==> src/rtl/reg_file_if.sv <==
// rtl/reg_file_if.sv - writeback, operand-read and debug-read bundle for the register file
interface reg_file_if #(
    parameter int DATA_WIDTH = 16,
    parameter int ADDR_WIDTH = 3
);
    logic                  reg_write_en;
    logic [ADDR_WIDTH-1:0] reg_write_dest;
    logic [DATA_WIDTH-1:0] reg_write_data;
    logic [ADDR_WIDTH-1:0] reg_read_addr_1;
    logic [DATA_WIDTH-1:0] reg_read_data_1;
    logic [ADDR_WIDTH-1:0] reg_read_addr_2;
    logic [DATA_WIDTH-1:0] reg_read_data_2;
    logic [ADDR_WIDTH-1:0] dbg_read_addr;
    logic [DATA_WIDTH-1:0] dbg_read_data;

    modport master (
        output reg_write_en, reg_write_dest, reg_write_data,
        output reg_read_addr_1, reg_read_addr_2, dbg_read_addr,
        input  reg_read_data_1, reg_read_data_2, dbg_read_data
    );

    modport slave (
        input  reg_write_en, reg_write_dest, reg_write_data,
        input  reg_read_addr_1, reg_read_addr_2, dbg_read_addr,
        output reg_read_data_1, reg_read_data_2, dbg_read_data
    );
endinterface

==> src/rtl/reg_file.sv <==
// rtl/reg_file.sv - 8x16 flop-based operand register file with r0 hardwired to zero
module reg_file #(
    parameter int DATA_WIDTH = 16,
    parameter int ADDR_WIDTH = 3,
    parameter int NUM_REGS   = 8
) (
    input logic        clk,
    input logic        rst_n,
    reg_file_if.slave  bus
);
    logic [DATA_WIDTH-1:0] regs [NUM_REGS];
    logic [NUM_REGS-1:0]   wr_sel;

    // One-hot write decode; bit 0 is forced low so r0 storage never changes.
    always_comb begin
        wr_sel = '0;
        if (bus.reg_write_en) begin
            wr_sel[bus.reg_write_dest] = 1'b1;
        end
        wr_sel[0] = 1'b0;
    end

    always_ff @(posedge clk or negedge rst_n) begin
        if (!rst_n) begin
            for (int i = 0; i < NUM_REGS; i++) begin
                regs[i] <= '0;
            end
        end else begin
            for (int i = 1; i < NUM_REGS; i++) begin
                if (wr_sel[i]) begin
                    regs[i] <= bus.reg_write_data;
                end
            end
        end
    end

    // No write-through: write data comes from these reads via the ALU, so a bypass would loop.
    assign bus.reg_read_data_1 = (bus.reg_read_addr_1 == '0) ? '0 : regs[bus.reg_read_addr_1];
    assign bus.reg_read_data_2 = (bus.reg_read_addr_2 == '0) ? '0 : regs[bus.reg_read_addr_2];
    assign bus.dbg_read_data   = (bus.dbg_read_addr   == '0) ? '0 : regs[bus.dbg_read_addr];
endmodule
==> src/flat_wrapper.sv <==
// flat-port wrapper written by rule: the top's interface ports become plain ports
module reg_file_flat 
#(
    parameter int DATA_WIDTH = 16,
    parameter int ADDR_WIDTH = 3,
    parameter int NUM_REGS   = 8
)
  (clk, rst_n, bus_reg_write_en, bus_reg_write_dest, bus_reg_write_data, bus_reg_read_addr_1, bus_reg_read_addr_2, bus_dbg_read_addr, bus_reg_read_data_1, bus_reg_read_data_2, bus_dbg_read_data);
  reg_file_if #(.DATA_WIDTH(DATA_WIDTH), .ADDR_WIDTH(ADDR_WIDTH)) bus_i ();
  input logic clk;
  input logic rst_n;
  input wire logic [$bits(bus_i.reg_write_en)-1:0] bus_reg_write_en;
  input wire logic [$bits(bus_i.reg_write_dest)-1:0] bus_reg_write_dest;
  input wire logic [$bits(bus_i.reg_write_data)-1:0] bus_reg_write_data;
  input wire logic [$bits(bus_i.reg_read_addr_1)-1:0] bus_reg_read_addr_1;
  input wire logic [$bits(bus_i.reg_read_addr_2)-1:0] bus_reg_read_addr_2;
  input wire logic [$bits(bus_i.dbg_read_addr)-1:0] bus_dbg_read_addr;
  output wire logic [$bits(bus_i.reg_read_data_1)-1:0] bus_reg_read_data_1;
  output wire logic [$bits(bus_i.reg_read_data_2)-1:0] bus_reg_read_data_2;
  output wire logic [$bits(bus_i.dbg_read_data)-1:0] bus_dbg_read_data;
  assign bus_i.reg_write_en = bus_reg_write_en;
  assign bus_i.reg_write_dest = bus_reg_write_dest;
  assign bus_i.reg_write_data = bus_reg_write_data;
  assign bus_i.reg_read_addr_1 = bus_reg_read_addr_1;
  assign bus_i.reg_read_addr_2 = bus_reg_read_addr_2;
  assign bus_i.dbg_read_addr = bus_dbg_read_addr;
  assign bus_reg_read_data_1 = bus_i.reg_read_data_1;
  assign bus_reg_read_data_2 = bus_i.reg_read_data_2;
  assign bus_dbg_read_data = bus_i.dbg_read_data;
  reg_file #(.DATA_WIDTH(DATA_WIDTH), .ADDR_WIDTH(ADDR_WIDTH), .NUM_REGS(NUM_REGS)) u_core (.clk(clk), .rst_n(rst_n), .bus(bus_i));
endmodule
==> config.mk <==
export PLATFORM = sky130hd
export DESIGN_NAME = reg_file_flat
export DESIGN_NICKNAME = d
export VERILOG_FILES = /design/src/rtl/reg_file_if.sv /design/src/rtl/reg_file.sv /design/src/flat_wrapper.sv
export SDC_FILE = /design/constraint.sdc
export NUM_CORES = 1
export LEC_CHECK = 0
export BUFFER_PORTS_ARGS = -buffer_cell sky130_fd_sc_hd__clkbuf_2
export CORE_UTILIZATION = 55
export CTS_BUF_LIST = sky130_fd_sc_hd__clkbuf_16
export CTS_CLUSTER_DIAMETER = 30
export CTS_CLUSTER_SIZE = 10
export DETAILED_ROUTE_END_ITERATION = 8
export GPL_TIMING_DRIVEN = 0
export PLACE_DENSITY = 0.78
export SYNTH_ARGS = -nofsm -noshare
export SYNTH_HDL_FRONTEND = slang
export SYNTH_SLANG_ARGS = --single-unit
export TNS_END_PERCENT = 100
==> constraint.sdc <==
create_clock -name clk -period 2.3 [get_ports clk]
set_clock_uncertainty 0.05 [all_clocks]
set_input_delay 0.115 -clock clk [delete_from_list [all_inputs] [get_ports clk]]
set_output_delay 0.115 -clock clk [all_outputs]
set_load 0.02 [all_outputs]
Word-level counts from Yosys, hierarchy flattened
Cells that the tools add are included.

Flip-flop bits (word level): 112. Output and inout bits: 48. Word-level logic and storage cells: 34. Input port bits: 31.

$lt $le $gt $ge: 5. Bitwise gates (word level): 3. Reduce and logical (&&, ||, !) cells: 4. Multiplexer cells: 15.

Operator list (number): $bmux 16 s3 (3); $mux 16 (9); $ge 4x4->1 const B (3); $not 3->4 (3); $logic_not 3->1 (3); $mux 8 (1); $lt 3x4->1 const B (1); $demux 1 s3 (1); $ge 3x1->1 const B (1); $logic_and 1x1->1 (1); $mux 1 (1).

Logic depth before layout (Yosys ltp)
Word-level depth: 5. Gate-level depth with buffers: 6.

Worst setup path after synthesis
Ideal clock, no wire load.

Path kind: input port to output port. Start: input port bus_reg_read_addr_1[0]. End: output port bus_reg_read_data_1[11]. Path slack: 795 ps. Required time: 2135 ps. Stages on the path: 6. Data arrival time: 1340 ps. Buffers on the path: 3. Cells stage by stage: buf_2 -> nor2b_1 -> clkbuf_2 -> buf_6 -> a221oi_1 -> a311oi_1.

Cells in the longest elaborated chain, start to end: 5. Elaborated cells on any way between the ends: 6.

Ends and longest elaborated chain: start, declared (line flat_wrapper.sv:15) `input wire logic [$bits(bus_i.reg_read_addr_1)-1:0] bus_reg_read_addr_1;`; $not 3->4 (implied by the code) (line reg_file.sv:38) `assign bus.reg_read_data_1 = (bus.reg_read_addr_1 == '0) ? '0 : regs[bus.reg_read_addr_1];`; $bmux 16 s3 (line reg_file.sv:38); $mux 16 (implied by the code) (2 in series) (line reg_file.sv:38); $mux 16 * (line reg_file.sv:38); end, declared (line flat_wrapper.sv:18) `output wire logic [$bits(bus_i.reg_read_data_1)-1:0] bus_reg_read_data_1;`.

Mark *: on every way between the ends. The rest lies on a longest branch, timed or not. The select of a mux whose other input is x is not followed.

Worst setup path in the final report
Start: input port bus_reg_read_addr_1[0]. End: output port bus_reg_read_data_1[5].

Same word-level chain as after synthesis.

==> impl_metrics.json <==
{
  "grt_pass1_vias": 5975,
  "slew_headroom_pct": 38.8,
  "totalWireLength_um": 23100,
  "place.gp.congestion": 0.859,
  "cp_slowest_stage_delay_ns": 0.64,
  "cp_cell_sequence": "buf_2 > clkbuf_1 > clkbuf_1 > a311oi_1 > clkbuf_2",
  "antenna_found_initial": 0,
  "dr.pass1.iters": 5,
  "postSynthAreaPerCell_um2": 13.0,
  "grt_usage_pct": 33.8,
  "drt_iter0_markers": 524,
  "fin_crit_ns": 2.16,
  "slew_violations": 0,
  "r2r-start": "u_core.regs[104]$_DFFE_PN0P_",
  "start_util_pct": 57.2,
  "io_pins": 79,
  "cts_max_path_buffers": 2,
  "power_density_nw_per_um2": 807,
  "antenna_left": 0,
  "rsz0062_at_grt": "no",
  "cts_resized": 0,
  "grt_overflow_total": 0,
  "layout-drive-gt1-share_pct": 47.1,
  "syn_inst": 564,
  "p_leak_nw": 3.64,
  "routed_via_density": 7.01,
  "internal-power_mw": 4.40,
  "pwr-share-clk_pct": 25.5,
  "areaGrowthSynthToFinish_pct": 12.2,
  "r2r-end": "u_core.regs[104]$_DFFE_PN0P_",
  "fin_util_pct": 64.2,
  "crit_arrival_ns": 1.99,
  "yosysSeqAreaShare_pct": 38.2,
  "ys_seq_elements": 112,
  "vias": 5762,
  "regToRegSetupSlack_ns": 1.41,
  "drc_errors": 0,
  "worst_hold_path.endpoint": "u_core.regs[109]$_DFFE_PN0P_",
  "cts_max_level": 3,
  "worstRegToRegCells": 1,
  "max-cap-violations": 0,
  "cts_buffers": 9,
  "netlist_area_um2": 7340,
  "largest-register": "u_core.regs",
  "min_from": "bus_reg_write_data[13]",
  "fp.dieW_um": 118,
  "crit_family": "buffers and inverters",
  "outcome": "finished clean",
  "setup_tns_ns": 0,
  "hpwl_um": 14800,
  "coreArea_um2": 12800,
  "hp-class": "input port to flip-flop",
  "start_kind": "input port",
  "hold_viol": 0,
  "clock_latency_ns": 0.36,
  "crit_path_top_delay_cell": "clkbuf_1",
  "grt_max_degree": 113,
  "cp_common_cell": "clkbuf_1",
  "worstPathRequired_ns": 2.13,
  "critPathBufInv": 4,
  "tightest_slew_ns": 0.919,
  "ys_warn_count": 16,
  "yosysUniqueCellTypes": 32,
  "antennaDiodeCount": 0,
  "synth_fp_nets": 595,
  "cts_sinks": 112,
  "clkTransAtPathRegs_ns": 0.08,
  "startpoint": "bus_reg_read_addr_1[0]",
  "peakVddDrop_uv": 639,
  "fillers": 987,
  "p_sw_mw": 2.24,
  "comb_power_share_pct": 31.4,
  "layout_common_cells": "124 x mux2_2, 112 x dfrtp_1, 80 x mux2i_1, 69 x clkbuf_2, 58 x a221oi_1",
  "grt_pass1_wl_um": 35000,
  "finalCritPeriodShare_pct": 93.8,
  "switching_share_pct": 33.7,
  "cp-end-kind": "output port",
  "seqPwrFrac_pct": 43.2,
  "final_common_cell": "mux2_2",
  "clock-root-buffer": "clkbuf_16",
  "final_nets": 676,
  "max_freq_mhz": 464,
  "hold_depth": 2,
  "largest_reg_flops": 112,
  "largestRegisters": "u_core.regs (112)",
  "setup_violations": 0,
  "fp-row-count": 41,
  "cts_tree": "yes",
  "die_area_um2": 13800,
  "dieHeight_um": 118,
  "wl_per_cell_um": 28.1,
  "port_buffers": 69,
  "crit_type": "input port to output port",
  "path_max_fanout": 10
}
## layer usage
layer / vias up / share of wire (%) / track usage, %
met3: 84 / 8.8 / 8.77
met4: 0 / 5.0 / 19.1
met2: 339 / 46 / 52.4
li1: 2405 / - / -
met1: 2934 / 41 / 42.8
met5: - / 0 / 0
## cells by family after synthesis
| group | Yosys count | share of synthesized area, % |
|---|---|---|
| buf+inv | 63 | 6.31 |
| simple gates | 35 | 4.14 |
| compound gates | 114 | 14.7 |
| mux | 240 | 36.7 |
| flops | 112 | 38.2 |
## stage by stage
step	area (um^2)	power [mW]	instances	worst slack, ns	hold WS, ns
after detailed placement	7910	4.94	805	0.256	0.261
after global routing	8230	6.92	822	0.150	0.0337
after floorplan	7340	4.30	564	0.795	-0.231
after CTS	8230	6.62	822	0.239	0.0152
after global placement	7900	4.81	805	-0.495	0.384
final	8230	6.65	822	0.144	0.0200
## power by group through the flow
stage | Sequential, mW | Clock (mW) | Combinational [mW]
after floorplan | 2.74 | 0 | 1.56
after global placement | 2.82 | 0 | 1.99
after detailed placement | 2.87 | 0 | 2.06
after CTS | 2.84 | 1.70 | 2.07
after global routing | 2.92 | 1.79 | 2.22
final | 2.87 | 1.69 | 2.08
## cell type report
| type | count | area [um^2] | area share, % |
|---|---|---|---|
| repair buffers | 70 | 364 | 4.42 |
| clock buffers | 9 | 225 | 2.74 |
| plain buffers | 61 | 455 | 5.53 |
| flip-flops and latches | 112 | 2800 | 34.0 |
| well taps | 172 | 215 | 2.61 |
| clock inverters | 7 | 87.6 | 1.06 |
| inverters | 2 | 7.51 | 0.0912 |
| multi-input cells | 389 | 4080 | 49.5 |
## Yosys cell counts, drive strengths merged
library cell / number / share of area, %
nor2b: 18 / 1.5
nand2b: 1 / 0.085
a211oi: 17 / 1.8
and2b: 3 / 0.37
clkbuf: 12 / 0.63
nor3: 1 / 0.22
dfrtp: 112 / 38
buf: 49 / 5.6
and4bb: 2 / 0.34
nand4b: 3 / 0.97
a31oi: 2 / 0.17
and2: 2 / 0.17
a221oi: 75 / 10
mux2: 160 / 26
nand4: 1 / 0.17
a21oi: 2 / 0.14
a311oi: 16 / 1.9
and3b: 1 / 0.12
nand2: 3 / 0.15
inv: 2 / 0.10
mux2i: 80 / 11
a22o: 2 / 0.24
## timing repair
action / CTS / global route
setup buffers: 0 / 0
endpoints found under the hold margin: 112 / 0
hold buffers: 1 / 0
## worst max-delay path by stage
stage,to,cells past startpoint
2_1_floorplan,bus_reg_read_data_1[11],6
3_3_place_gp,u_core.regs[80]$_DFFE_PN0P_,1
3_5_place_dp,bus_reg_read_data_1[5],5
4_1_cts,bus_reg_read_data_1[5],5
5_1_grt,bus_reg_read_data_1[10],5
6_report,bus_reg_read_data_1[5],5
Power figures use the tool's default switching activity.
